===== src/rtl/axil_reg_port.sv =====
// AXI4-Lite responder that gives a debug host one-at-a-time access to the halted core's
// four-entry register file. Accesses while the core runs, or outside the map, return SLVERR.
module axil_reg_port #(
  parameter int ADDR_W = 8,
  parameter int DATA_W = 8
) (
  input  logic              clk,
  input  logic              rst_n,
  input  logic [ADDR_W-1:0] s_awaddr,
  input  logic              s_awvalid,
  output logic              s_awready,
  input  logic [31:0]       s_wdata,
  input  logic [3:0]        s_wstrb,
  input  logic              s_wvalid,
  output logic              s_wready,
  output logic [1:0]        s_bresp,
  output logic              s_bvalid,
  input  logic              s_bready,
  input  logic [ADDR_W-1:0] s_araddr,
  input  logic              s_arvalid,
  output logic              s_arready,
  output logic [31:0]       s_rdata,
  output logic [1:0]        s_rresp,
  output logic              s_rvalid,
  input  logic              s_rready,
  input  logic              cpu_halted,
  output logic              rf_we,
  output logic [1:0]        rf_waddr,
  output logic [DATA_W-1:0] rf_wdata,
  output logic [1:0]        rf_raddr,
  input  logic [DATA_W-1:0] rf_rdata
);

  localparam logic [1:0] RESP_OKAY   = 2'b00;
  localparam logic [1:0] RESP_SLVERR = 2'b10;

  typedef enum logic [2:0] {
    IDLE   = 3'd0,
    W_EXEC = 3'd1,
    B_RESP = 3'd2,
    R_EXEC = 3'd3,
    R_RESP = 3'd4
  } state_e;

  function automatic logic addr_in_range(input logic [ADDR_W-1:0] addr);
    return (addr[ADDR_W-1:4] == '0);
  endfunction

  state_e            state_q, state_d;
  logic              aw_held_q, aw_held_d;
  logic              w_held_q, w_held_d;
  logic [1:0]        aw_idx_q, aw_idx_d;
  logic              aw_dec_q, aw_dec_d;
  logic [DATA_W-1:0] wdata_q, wdata_d;
  logic              strb0_q, strb0_d;
  logic [1:0]        ar_idx_q, ar_idx_d;
  logic              ar_dec_q, ar_dec_d;
  logic [1:0]        bresp_q, bresp_d;
  logic              bvalid_q, bvalid_d;
  logic [31:0]       rdata_q, rdata_d;
  logic [1:0]        rresp_q, rresp_d;
  logic              rvalid_q, rvalid_d;

  logic              awready_s, wready_s, arready_s, rf_we_s, ok_s;
  logic [31:0]       rdata_ext_s;
  logic              unused_s;

  assign unused_s = ^{s_awaddr[1:0], s_araddr[1:0], s_wdata, s_wstrb[3:1]};

  // Next-state and handshake logic for the serialized write/read engine
  always_comb begin
    state_d     = state_q;
    aw_held_d   = aw_held_q;
    w_held_d    = w_held_q;
    aw_idx_d    = aw_idx_q;
    aw_dec_d    = aw_dec_q;
    wdata_d     = wdata_q;
    strb0_d     = strb0_q;
    ar_idx_d    = ar_idx_q;
    ar_dec_d    = ar_dec_q;
    bresp_d     = bresp_q;
    bvalid_d    = bvalid_q;
    rdata_d     = rdata_q;
    rresp_d     = rresp_q;
    rvalid_d    = rvalid_q;
    awready_s   = 1'b0;
    wready_s    = 1'b0;
    arready_s   = 1'b0;
    rf_we_s     = 1'b0;
    ok_s        = 1'b0;
    rdata_ext_s = '0;
    rdata_ext_s[DATA_W-1:0] = rf_rdata;

    case (state_q)
      IDLE: begin
        awready_s = !aw_held_q;
        wready_s  = !w_held_q;
        // Reads only start when no write is pending or being offered
        arready_s = !aw_held_q && !w_held_q && !s_awvalid && !s_wvalid;
        if (awready_s && s_awvalid) begin
          aw_held_d = 1'b1;
          aw_idx_d  = s_awaddr[3:2];
          aw_dec_d  = addr_in_range(s_awaddr);
        end else begin
          aw_held_d = aw_held_q;
        end
        if (wready_s && s_wvalid) begin
          w_held_d = 1'b1;
          wdata_d  = s_wdata[DATA_W-1:0];
          strb0_d  = s_wstrb[0];
        end else begin
          w_held_d = w_held_q;
        end
        if (aw_held_d && w_held_d) begin
          state_d = W_EXEC;
        end else if (arready_s && s_arvalid) begin
          ar_idx_d = s_araddr[3:2];
          ar_dec_d = addr_in_range(s_araddr);
          state_d  = R_EXEC;
        end else begin
          state_d = IDLE;
        end
      end
      W_EXEC: begin
        ok_s      = aw_dec_q && cpu_halted;
        rf_we_s   = ok_s && strb0_q;
        bresp_d   = ok_s ? RESP_OKAY : RESP_SLVERR;
        bvalid_d  = 1'b1;
        aw_held_d = 1'b0;
        w_held_d  = 1'b0;
        state_d   = B_RESP;
      end
      B_RESP: begin
        if (s_bready) begin
          bvalid_d = 1'b0;
          state_d  = IDLE;
        end else begin
          state_d = B_RESP;
        end
      end
      R_EXEC: begin
        ok_s     = ar_dec_q && cpu_halted;
        rdata_d  = ok_s ? rdata_ext_s : 32'h0000_0000;
        rresp_d  = ok_s ? RESP_OKAY : RESP_SLVERR;
        rvalid_d = 1'b1;
        state_d  = R_RESP;
      end
      R_RESP: begin
        if (s_rready) begin
          rvalid_d = 1'b0;
          state_d  = IDLE;
        end else begin
          state_d = R_RESP;
        end
      end
      default: begin
        state_d = IDLE;
      end
    endcase
  end

  // State and latch registers
  always_ff @(posedge clk or negedge rst_n) begin
    if (!rst_n) begin
      state_q   <= IDLE;
      aw_held_q <= 1'b0;
      w_held_q  <= 1'b0;
      aw_idx_q  <= 2'b00;
      aw_dec_q  <= 1'b0;
      wdata_q   <= '0;
      strb0_q   <= 1'b0;
      ar_idx_q  <= 2'b00;
      ar_dec_q  <= 1'b0;
      bresp_q   <= RESP_OKAY;
      bvalid_q  <= 1'b0;
      rdata_q   <= 32'h0000_0000;
      rresp_q   <= RESP_OKAY;
      rvalid_q  <= 1'b0;
    end else begin
      state_q   <= state_d;
      aw_held_q <= aw_held_d;
      w_held_q  <= w_held_d;
      aw_idx_q  <= aw_idx_d;
      aw_dec_q  <= aw_dec_d;
      wdata_q   <= wdata_d;
      strb0_q   <= strb0_d;
      ar_idx_q  <= ar_idx_d;
      ar_dec_q  <= ar_dec_d;
      bresp_q   <= bresp_d;
      bvalid_q  <= bvalid_d;
      rdata_q   <= rdata_d;
      rresp_q   <= rresp_d;
      rvalid_q  <= rvalid_d;
    end
  end

  assign s_awready = awready_s;
  assign s_wready  = wready_s;
  assign s_arready = arready_s;
  assign s_bresp   = bresp_q;
  assign s_bvalid  = bvalid_q;
  assign s_rdata   = rdata_q;
  assign s_rresp   = rresp_q;
  assign s_rvalid  = rvalid_q;
  // rf_we must follow cpu_halted during W_EXEC itself, so it is decoded from the state
  assign rf_we     = rf_we_s;
  assign rf_waddr  = aw_idx_q;
  assign rf_wdata  = wdata_q;
  assign rf_raddr  = ar_idx_q;

endmodule


===== config.mk =====
export PLATFORM = sky130hd
export DESIGN_NAME = axil_reg_port
export DESIGN_NICKNAME = d
export VERILOG_FILES = /design/src/rtl/axil_reg_port.sv
export SDC_FILE = /design/constraint.sdc
export NUM_CORES = 1
export LEC_CHECK = 0
export BUFFER_PORTS_ARGS = -buffer_cell sky130_fd_sc_hd__buf_2
export CAP_MARGIN = 10
export CORE_MARGIN = 2
export CORE_UTILIZATION = 43
export DETAILED_ROUTE_END_ITERATION = 7
export PLACE_DENSITY = 0.93
export REMOVE_ABC_BUFFERS = 1
export SETUP_SLACK_MARGIN = 0.5
export SYNTH_ARGS = -nofsm -noshare
export SYNTH_HDL_FRONTEND = slang
export SYNTH_SLANG_ARGS = --single-unit

===== constraint.sdc =====
create_clock -name clk -period 2.4 [get_ports clk]
set_clock_uncertainty 0.2 [all_clocks]
set_input_delay 0.48 -clock clk [delete_from_list [all_inputs] [get_ports clk]]
set_output_delay 0.48 -clock clk [all_outputs]
set_load 0.02 [all_outputs]

==> results.rst, run 1 <==
.. list-table::
   :header-rows: 1

   * - Metric
     - Value
   * - Run status
     - completed
   * - Die X-Extent
     - 64.9 um
   * - Area fraction of the dominant cell type after synthesis
     - 0.502
   * - Standard-cell row count
     - 22
   * - Placer's final routability congestion estimate
     - 0.757
   * - Area contributors post-synth
     - sky130_fd_sc_hd__dfrtp_1, sky130_fd_sc_hd__buf_4, sky130_fd_sc_hd__mux2_2
   * - Number of synthesized flops with an enable pin
     - 0
   * - Delay of the slowest cell on the worst path
     - 0.44 ns
   * - Startpoint of the worst setup timing path
     - state_q[2]$_DFF_PN0_
   * - Total CTS buffers
     - 5
   * - Fin crit share
     - 0.867
   * - Routed wirelength normalized by instance count
     - 12.2 um
   * - Vias after detailed routing
     - 1240
   * - Area growth, synth to finish
     - 30.1%
   * - H-tree level count
     - 2
   * - Layout cells sized above 1
     - 0.498
   * - Initial standard-cell utilization of the core
     - 0.442
   * - Netlist Area Pre-Place
     - 0.00159 mm2
   * - Area of the core region
     - 0.00361 mm2
   * - Combinational group share of total power
     - 0.485
   * - Tightest Pin Transition
     - 0.689 ns
   * - Detailed-route wire length
     - ~3300 um
   * - Max frequency
     - 481 MHz
   * - Share of the core filled with cells
     - 0.575
   * - Estimated wirelength of the detail-placed design
     - 2270 um
   * - Final Hold Viols
     - 0
   * - Worst-path cell chain
     - nor4_4, and3b_1, buf_6
   * - Global-route wire length before repair
     - around 5200 um
   * - Ys flop type
     - sky130_fd_sc_hd__dfrtp_1
   * - Arrival @ worst endpoint
     - 1.40 ns
   * - Fill cell instance count of the final layout
     - between 300 and 400
   * - Final worst path period need
     - 2.08 ns
   * - Count of input and output buffers
     - 64
   * - Element type at the critical path start
     - flip-flop
   * - DRC violation count after routing
     - 0
   * - Kind of cell adding the most delay to the critical path
     - simple AND/OR/NAND/NOR gates
   * - Max Cap Viol
     - 0
   * - Number of detailed-routing iterations run before antenna repair
     - 4
   * - Worst path required time
     - 1.72 ns
   * - Worst-case headroom to the max-slew limit
     - 0.541
   * - Unrepaired setup endpoints after global routing
     - yes
   * - Proportion of synthesized flip-flops having asynchronous set or reset
     - 1.00
   * - Critical setup path kind
     - flip-flop to output pin
   * - Power share of the clock group
     - 0.144
   * - Class of the worst hold path
     - input port to asynchronous set/reset pin
   * - Cell internal pwr
     - around 1.6 mW
   * - Post-route ant nets
     - 0
   * - Clock slew seen by the registers of the worst setup and hold paths
     - 0.06 ns
   * - Top Ports
     - between 100 and 150
   * - Share of synthesized area occupied by flip-flops and latches
     - 0.502
   * - Fraction of power spent switching nets
     - 0.396
   * - Leftover overflow at the end of global routing
     - 0
   * - Post-layout total power
     - about 2.6 mW
   * - Setup violators final
     - 0
   * - Number of different library cells in the post-synthesis netlist
     - 31
   * - Number of nets in the layout
     - 287
   * - Mapped Cells
     - 142
   * - Die footprint
     - 0.00421 mm2
   * - Vias in the first global route
     - about 1200
   * - Number of DRC violations after detailed-routing iteration 0
     - 19
   * - Final-report max-slew violation count
     - 0
   * - GRT Total Usage
     - 0.162
   * - Cell Pwr Density
     - 1250 mW/mm2
   * - TritonCTS clock tree
     - done
   * - Most area-hungry cell type in the Yosys netlist
     - sky130_fd_sc_hd__dfrtp_1
   * - Relative contribution of sequential cells to total power
     - 0.371
   * - Max clock buf depth
     - 2
   * - Count of synthesis-stage warnings from yosys
     - 0
   * - Pin count of the biggest net entering global routing
     - 33
   * - Count of clock tree sinks
     - 32
   * - Worst IR Drop VDD
     - 603 uV
   * - Combined buffer and inverter count along the critical path
     - 1
   * - Setup TNS Final
     - 0 ns
   * - Register bit total from synthesis
     - 32
   * - Ant. Diodes
     - 0
   * - Source-to-sink clock delay at the later pin of the worst-skew pair
     - 0.28 ns
   * - RR Startpoint
     - state_q[2]$_DFF_PN0_
   * - Crit. End Element
     - output pin
   * - Number of antenna violations at the first check in global routing
     - 0
   * - Per-instance average area after synthesis
     - 11.2 um2
   * - Cts hold-fix bufs
     - 0
   * - Cell at the root of the clock tree
     - sky130_fd_sc_hd__clkbuf_8
   * - Peak fanout along the critical path
     - 3
   * - Leakage power
     - 1.08 nW
   * - DR vias/cell
     - between 4 and 5
   * - Die Span Y
     - between 60 and 70 um
   * - Cell with the largest stage delay on the worst path
     - sky130_fd_sc_hd__dfrtp_2
   * - Switching power of the nets
     - 1.03 mW
-- flip-flops by register name (all words and copies together), names as in the netlist --
signal,cells
s_bvalid,1
rf_raddr,2
strb0_q,1
s_rvalid,1
s_rresp,1
rf_wdata,8
s_rdata,8
state_q,3
ar_dec_q,1
rf_waddr,2
aw_dec_q,1
w_held_q,1
aw_held_q,1
s_bresp,1
-- final cells by class --
type                            count  area [um2]  area share
Sequential cell                    32         806       0.389
Multi-Input combinational cell    103         678       0.327
Timing Repair Buffer               77         452       0.218
Clock buffer                        6        72.6      0.0350
Tap cell                           48        60.1      0.0290
Clock inverter                      1        5.00     0.00241
-- cell usage after synthesis (2+ instances only) --
master                     count
sky130_fd_sc_hd__dfrtp_1      32
sky130_fd_sc_hd__buf_4        27
sky130_fd_sc_hd__nand2_1      19
sky130_fd_sc_hd__mux2_2       12
sky130_fd_sc_hd__nor2_1        9
sky130_fd_sc_hd__o21ai_0       9
sky130_fd_sc_hd__a21oi_1       3
sky130_fd_sc_hd__buf_2         3
sky130_fd_sc_hd__mux2_4        3
sky130_fd_sc_hd__nand3b_1      2
sky130_fd_sc_hd__nor4_1        2
sky130_fd_sc_hd__nor4_4        2
-- power by group through the flow --
stage	Clock [mW]	Sequential (mW)	Combinational (mW)
global placement	0	0.973	1.00
detailed placement	0	0.994	1.03
CTS	0.389	0.962	1.22
floorplan	0	1.20	0.455
global route	0.429	0.990	1.35
finish	0.373	0.959	1.26
-- cells by family (layout without fill, tap and decap cells) --
family	after synthesis	count (layout)	synth area share
buffers and inverters	32	84	0.146
DFF	32	32	0.502
and+or+nand+nor	44	44	0.170
muxes	15	15	0.113
AOI/OAI and AO/OA	18	18	0.0659
other	1	26	0.00235
-- per-stage QoR --
step	instance area [um2]	hold slack, ns	setup slack (ns)	cells
global route	2070	0.101	0.271	267
CTS	2040	0.0702	0.366	265
finish	2070	0.0410	0.320	267
global placement	1840	0.259	0.358	248
floorplan	1460	-0.0156	0.388	135
detailed placement	1840	0.270	0.330	248
-- metal layers --
| layer | routed length, um | vias up | global-route usage |
|---|---|---|---|
| met5 | 0 | - | 0 |
| met4 | 62 | 0 | 0.0904 |
| met3 | 214 | 8 | 0.0469 |
| met2 | 1650 | 55 | 0.271 |
| met1 | 1340 | 589 | 0.185 |
| li1 | - | 588 | - |
-- worst paths after layout --
path / end / slack [ns] / cells past startpoint
max in group asynchronous: w_held_q$_DFFE_PN0P_ / 1.47 / 1
min in group clk: s_bresp[1]$_DFFE_PN0P_ / 0.21 / 2
worst max-delay path: s_arready / 0.32 / 3
worst max register to register: rf_raddr[1]$_DFFE_PN0P_ / 0.58 / 5
worst min-delay path: rf_raddr[1]$_DFFE_PN0P_ / 0.04 / 1
worst min register to register: s_bresp[1]$_DFFE_PN0P_ / 0.28 / 1
-- what timing repair did --
item                                    4_1_cts  5_1_grt
endpoints found under the setup margin       13       22
pin swaps                                     3        2
gates resized for setup                      12        3
buffers inserted                             10        2
-- layout by cell type, fill, tap and decap left out, types with 2 or more instances in the layout --
cell                       count
sky130_fd_sc_hd__a21oi_1       3
sky130_fd_sc_hd__buf_2        60
sky130_fd_sc_hd__buf_4        13
sky130_fd_sc_hd__buf_6         3
sky130_fd_sc_hd__clkbuf_8      5
sky130_fd_sc_hd__conb_1       26
sky130_fd_sc_hd__dfrtp_1      28
sky130_fd_sc_hd__dfrtp_2       4
sky130_fd_sc_hd__mux2_2       12
sky130_fd_sc_hd__mux2_4        3
sky130_fd_sc_hd__nand2_1      19
sky130_fd_sc_hd__nand3b_1      2
sky130_fd_sc_hd__nor2_1        8
sky130_fd_sc_hd__nor4_1        2
sky130_fd_sc_hd__nor4_4        2
sky130_fd_sc_hd__o21ai_0       9
(Power assumes the default switching activity.)
==> run 2: changes to the inputs <==
CELL_PAD_IN_SITES_DETAIL_PLACEMENT = 1   (was not set)
CELL_PAD_IN_SITES_GLOBAL_PLACEMENT = 2   (was not set)
CORE_UTILIZATION = 23   (was 43)
PLACE_DENSITY = 0.91   (was 0.93)
==> results.rst, run 2 (same netlist as run 1, synthesis figures left out) <==
.. list-table::
   :header-rows: 1

   * - Metric
     - Value
   * - Run status
     - completed
   * - Most frequent standard cell in the layout excluding fill and tap cells
     - sky130_fd_sc_hd__buf_2
   * - Cell count of the worst reg-to-reg path
     - 5 (unchanged)
   * - Arrival @ worst endpoint
     - 1.35 ns (-0.05 ns)
   * - Cell with the largest stage delay on the worst path
     - sky130_fd_sc_hd__dfrtp_2
   * - Unrepaired setup endpoints after global routing
     - yes
   * - Tightest Pin Transition
     - 0.764 ns (+0.0754 ns)
   * - Fill cell instance count of the final layout
     - 793 (+150%)
   * - DRC violation count after routing
     - 0 (unchanged)
   * - Estimated wirelength of the detail-placed design
     - 2680 um (+18%)
   * - Leakage power
     - 1.11 nW (+2.7%)
   * - Delay of the slowest cell on the worst path
     - 0.46 ns (+0.02 ns)
   * - Worst-path cell chain
     - nor4_4, and3b_1, buf_6
   * - Class of the worst hold path
     - input port to asynchronous set/reset pin
   * - Worst-case headroom to the max-slew limit
     - 0.490 (-0.0503)
   * - Share of the core filled with cells
     - 0.316 (-0.259)
   * - Number of antenna violations at the first check in global routing
     - 0 (unchanged)
   * - Max Cap Viol
     - 0 (unchanged)
   * - DR vias/cell
     - 4.17 (-10%)
   * - Final-report max-slew violation count
     - 0 (unchanged)
   * - Combined buffer and inverter count along the critical path
     - 1 (unchanged)
   * - Placer's final routability congestion estimate
     - 0.756 (-0.16%)
   * - Die footprint
     - 0.00761 mm2 (+81%)
   * - Kind of cell adding the most delay to the critical path
     - simple AND/OR/NAND/NOR gates
   * - Vias in the first global route
     - 1215 (+0.25%)
   * - Cell Pwr Density
     - 1250 mW/mm2 (-0.21%)
   * - Element type at the critical path start
     - flip-flop
   * - Area growth, synth to finish
     - 34.0%
   * - Setup violators final
     - 0 (unchanged)
   * - Crit. End Element
     - output pin
   * - Final Hold Viols
     - 0 (unchanged)
   * - Die Span Y
     - 87.3 um (+34%)
   * - Max clock buf depth
     - 2 (unchanged)
   * - Post-route ant nets
     - 0 (unchanged)
   * - GRT Total Usage
     - 0.100 (-0.0616)
   * - Ant. Diodes
     - 0 (unchanged)
   * - Setup TNS Final
     - 0 ns (unchanged)
   * - Clock slew seen by the registers of the worst setup and hold paths
     - 0.07 ns (about the same)
   * - Vias after detailed routing
     - 1258 (+1.5%)
   * - Total number of cells along the worst setup path
     - 3 (unchanged)
   * - Source-to-sink clock delay at the later pin of the worst-skew pair
     - 0.28 ns (about the same)
   * - Total CTS buffers
     - 5 (unchanged)
   * - Max frequency
     - 491 MHz (+2.2%)
   * - Cell at the root of the clock tree
     - sky130_fd_sc_hd__clkbuf_8
   * - Layout cells sized above 1
     - 0.500 (+0.00228)
   * - TritonCTS clock tree
     - done
   * - Worst IR Drop VDD
     - 475 uV (-21%)
   * - Die X-Extent
     - 87.3 um (+34%)
   * - Global-route wire length before repair
     - 5820 um (+12%)
   * - Count of input and output buffers
     - 64 (unchanged)
   * - Top Ports
     - 122 (unchanged)
   * - Number of DRC violations after detailed-routing iteration 0
     - 21 (+2)
   * - Initial standard-cell utilization of the core
     - 0.236 (-0.206)
   * - Detailed-route wire length
     - 3950 um (+21%)
   * - Area of the core region
     - 0.00676 mm2 (+87%)
   * - Number of nets in the layout
     - 289 (+0.70%)
   * - Count of clock tree sinks
     - 32 (unchanged)
   * - Routed wirelength normalized by instance count
     - 13.1 um (+7.0%)
   * - Final worst path period need
     - 2.03 ns (-0.0447 ns)
   * - Peak fanout along the critical path
     - 5 (+2)
   * - Standard-cell row count
     - 30 (+36%)
   * - Leftover overflow at the end of global routing
     - 0 (unchanged)
   * - Number of detailed-routing iterations run before antenna repair
     - 2 (-2)
   * - Most frequent cells in the layout
     - sky130_fd_sc_hd__buf_2, sky130_fd_sc_hd__dfrtp_1, sky130_fd_sc_hd__conb_1
   * - Worst path required time
     - 1.72 ns (about the same)
   * - Fin crit share
     - 0.848 (-0.0186)
   * - Critical setup path kind
     - flip-flop to output pin
   * - H-tree level count
     - 2 (unchanged)
   * - Pin count of the biggest net entering global routing
     - 33 (unchanged)
-- run 2: cell types whose count changed in the layout (fill, tap and decap cells not counted) --
cell	before	now
sky130_fd_sc_hd__buf_6	3	4
sky130_fd_sc_hd__clkbuf_1	1	0
sky130_fd_sc_hd__clkbuf_8	5	6
sky130_fd_sc_hd__clkinv_2	1	2
sky130_fd_sc_hd__dlymetal6s2s_1	0	1
sky130_fd_sc_hd__nand4bb_1	0	1
sky130_fd_sc_hd__nand4bb_4	1	0
-- run 2: area by class of cell --
cell class                 instances  area [um2]  share of cell area
tap                               80         100              0.0469
timing repair buffer              79         475               0.223
sequential                        32         806               0.377
clock inverter                     2        10.0             0.00469
multi-input combinational        103         662               0.310
clock buffer                       6        82.6              0.0387
-- run 2: per-stage QoR --
step / worst slack (ns) / power, mW / cell area (um2) / cells / hold WS [ns]
final: 0.365 / 2.66 / 2140 / 302 / 0.0653
after global routing: 0.292 / 2.85 / 2140 / 302 / 0.122
after CTS: 0.284 / 2.57 / 2040 / 294 / 0.0955
after detailed placement: 0.417 / 2.06 / 1910 / 283 / 0.266
after global placement: 0.456 / 2.02 / 1910 / 283 / 0.259
after floorplan: 0.388 / 1.66 / 1460 / 135 / -0.0156
-- run 2: layer usage --
layer	vias to the layer above	part of all wire	track usage
li1	590	-	-
met1	602	0.42	0.122
met2	60	0.50	0.168
met3	6	0.075	0.0322
met4	0	0.010	0.0336
met5	-	0	0
-- run 2: timing repair --
item / 4_1_cts / 5_1_grt
buffers inserted: 3 / 8
gates resized for setup: 9 / 5
pin swaps: 1 / 0
setup endpoints to repair: 4 / 7
hold buffers: 0 / 0
-- run 2: final timing paths --
kind,start,endpoint,slack [ns]
worst max-delay path,state_q[2]$_DFF_PN0_,s_arready,0.37
worst min-delay path,rst_n,rf_waddr[0]$_DFFE_PN0P_,0.07
worst min register to register,s_rdata[0]$_DFFE_PN0N_,s_rdata[0]$_DFFE_PN0N_,0.27
min in group clk,cpu_halted,s_bresp[1]$_DFFE_PN0P_,0.21
max in group asynchronous,rst_n,state_q[2]$_DFF_PN0_,1.40
worst max register to register,state_q[1]$_DFF_PN0_,rf_wdata[1]$_DFFE_PN0P_,0.54
-- run 2: power by group --
part           switching, mW  total, mW  internal, mW
Clock                  0.201      0.430         0.229
Combinational          0.686       1.27         0.583
Sequential             0.173      0.962         0.789
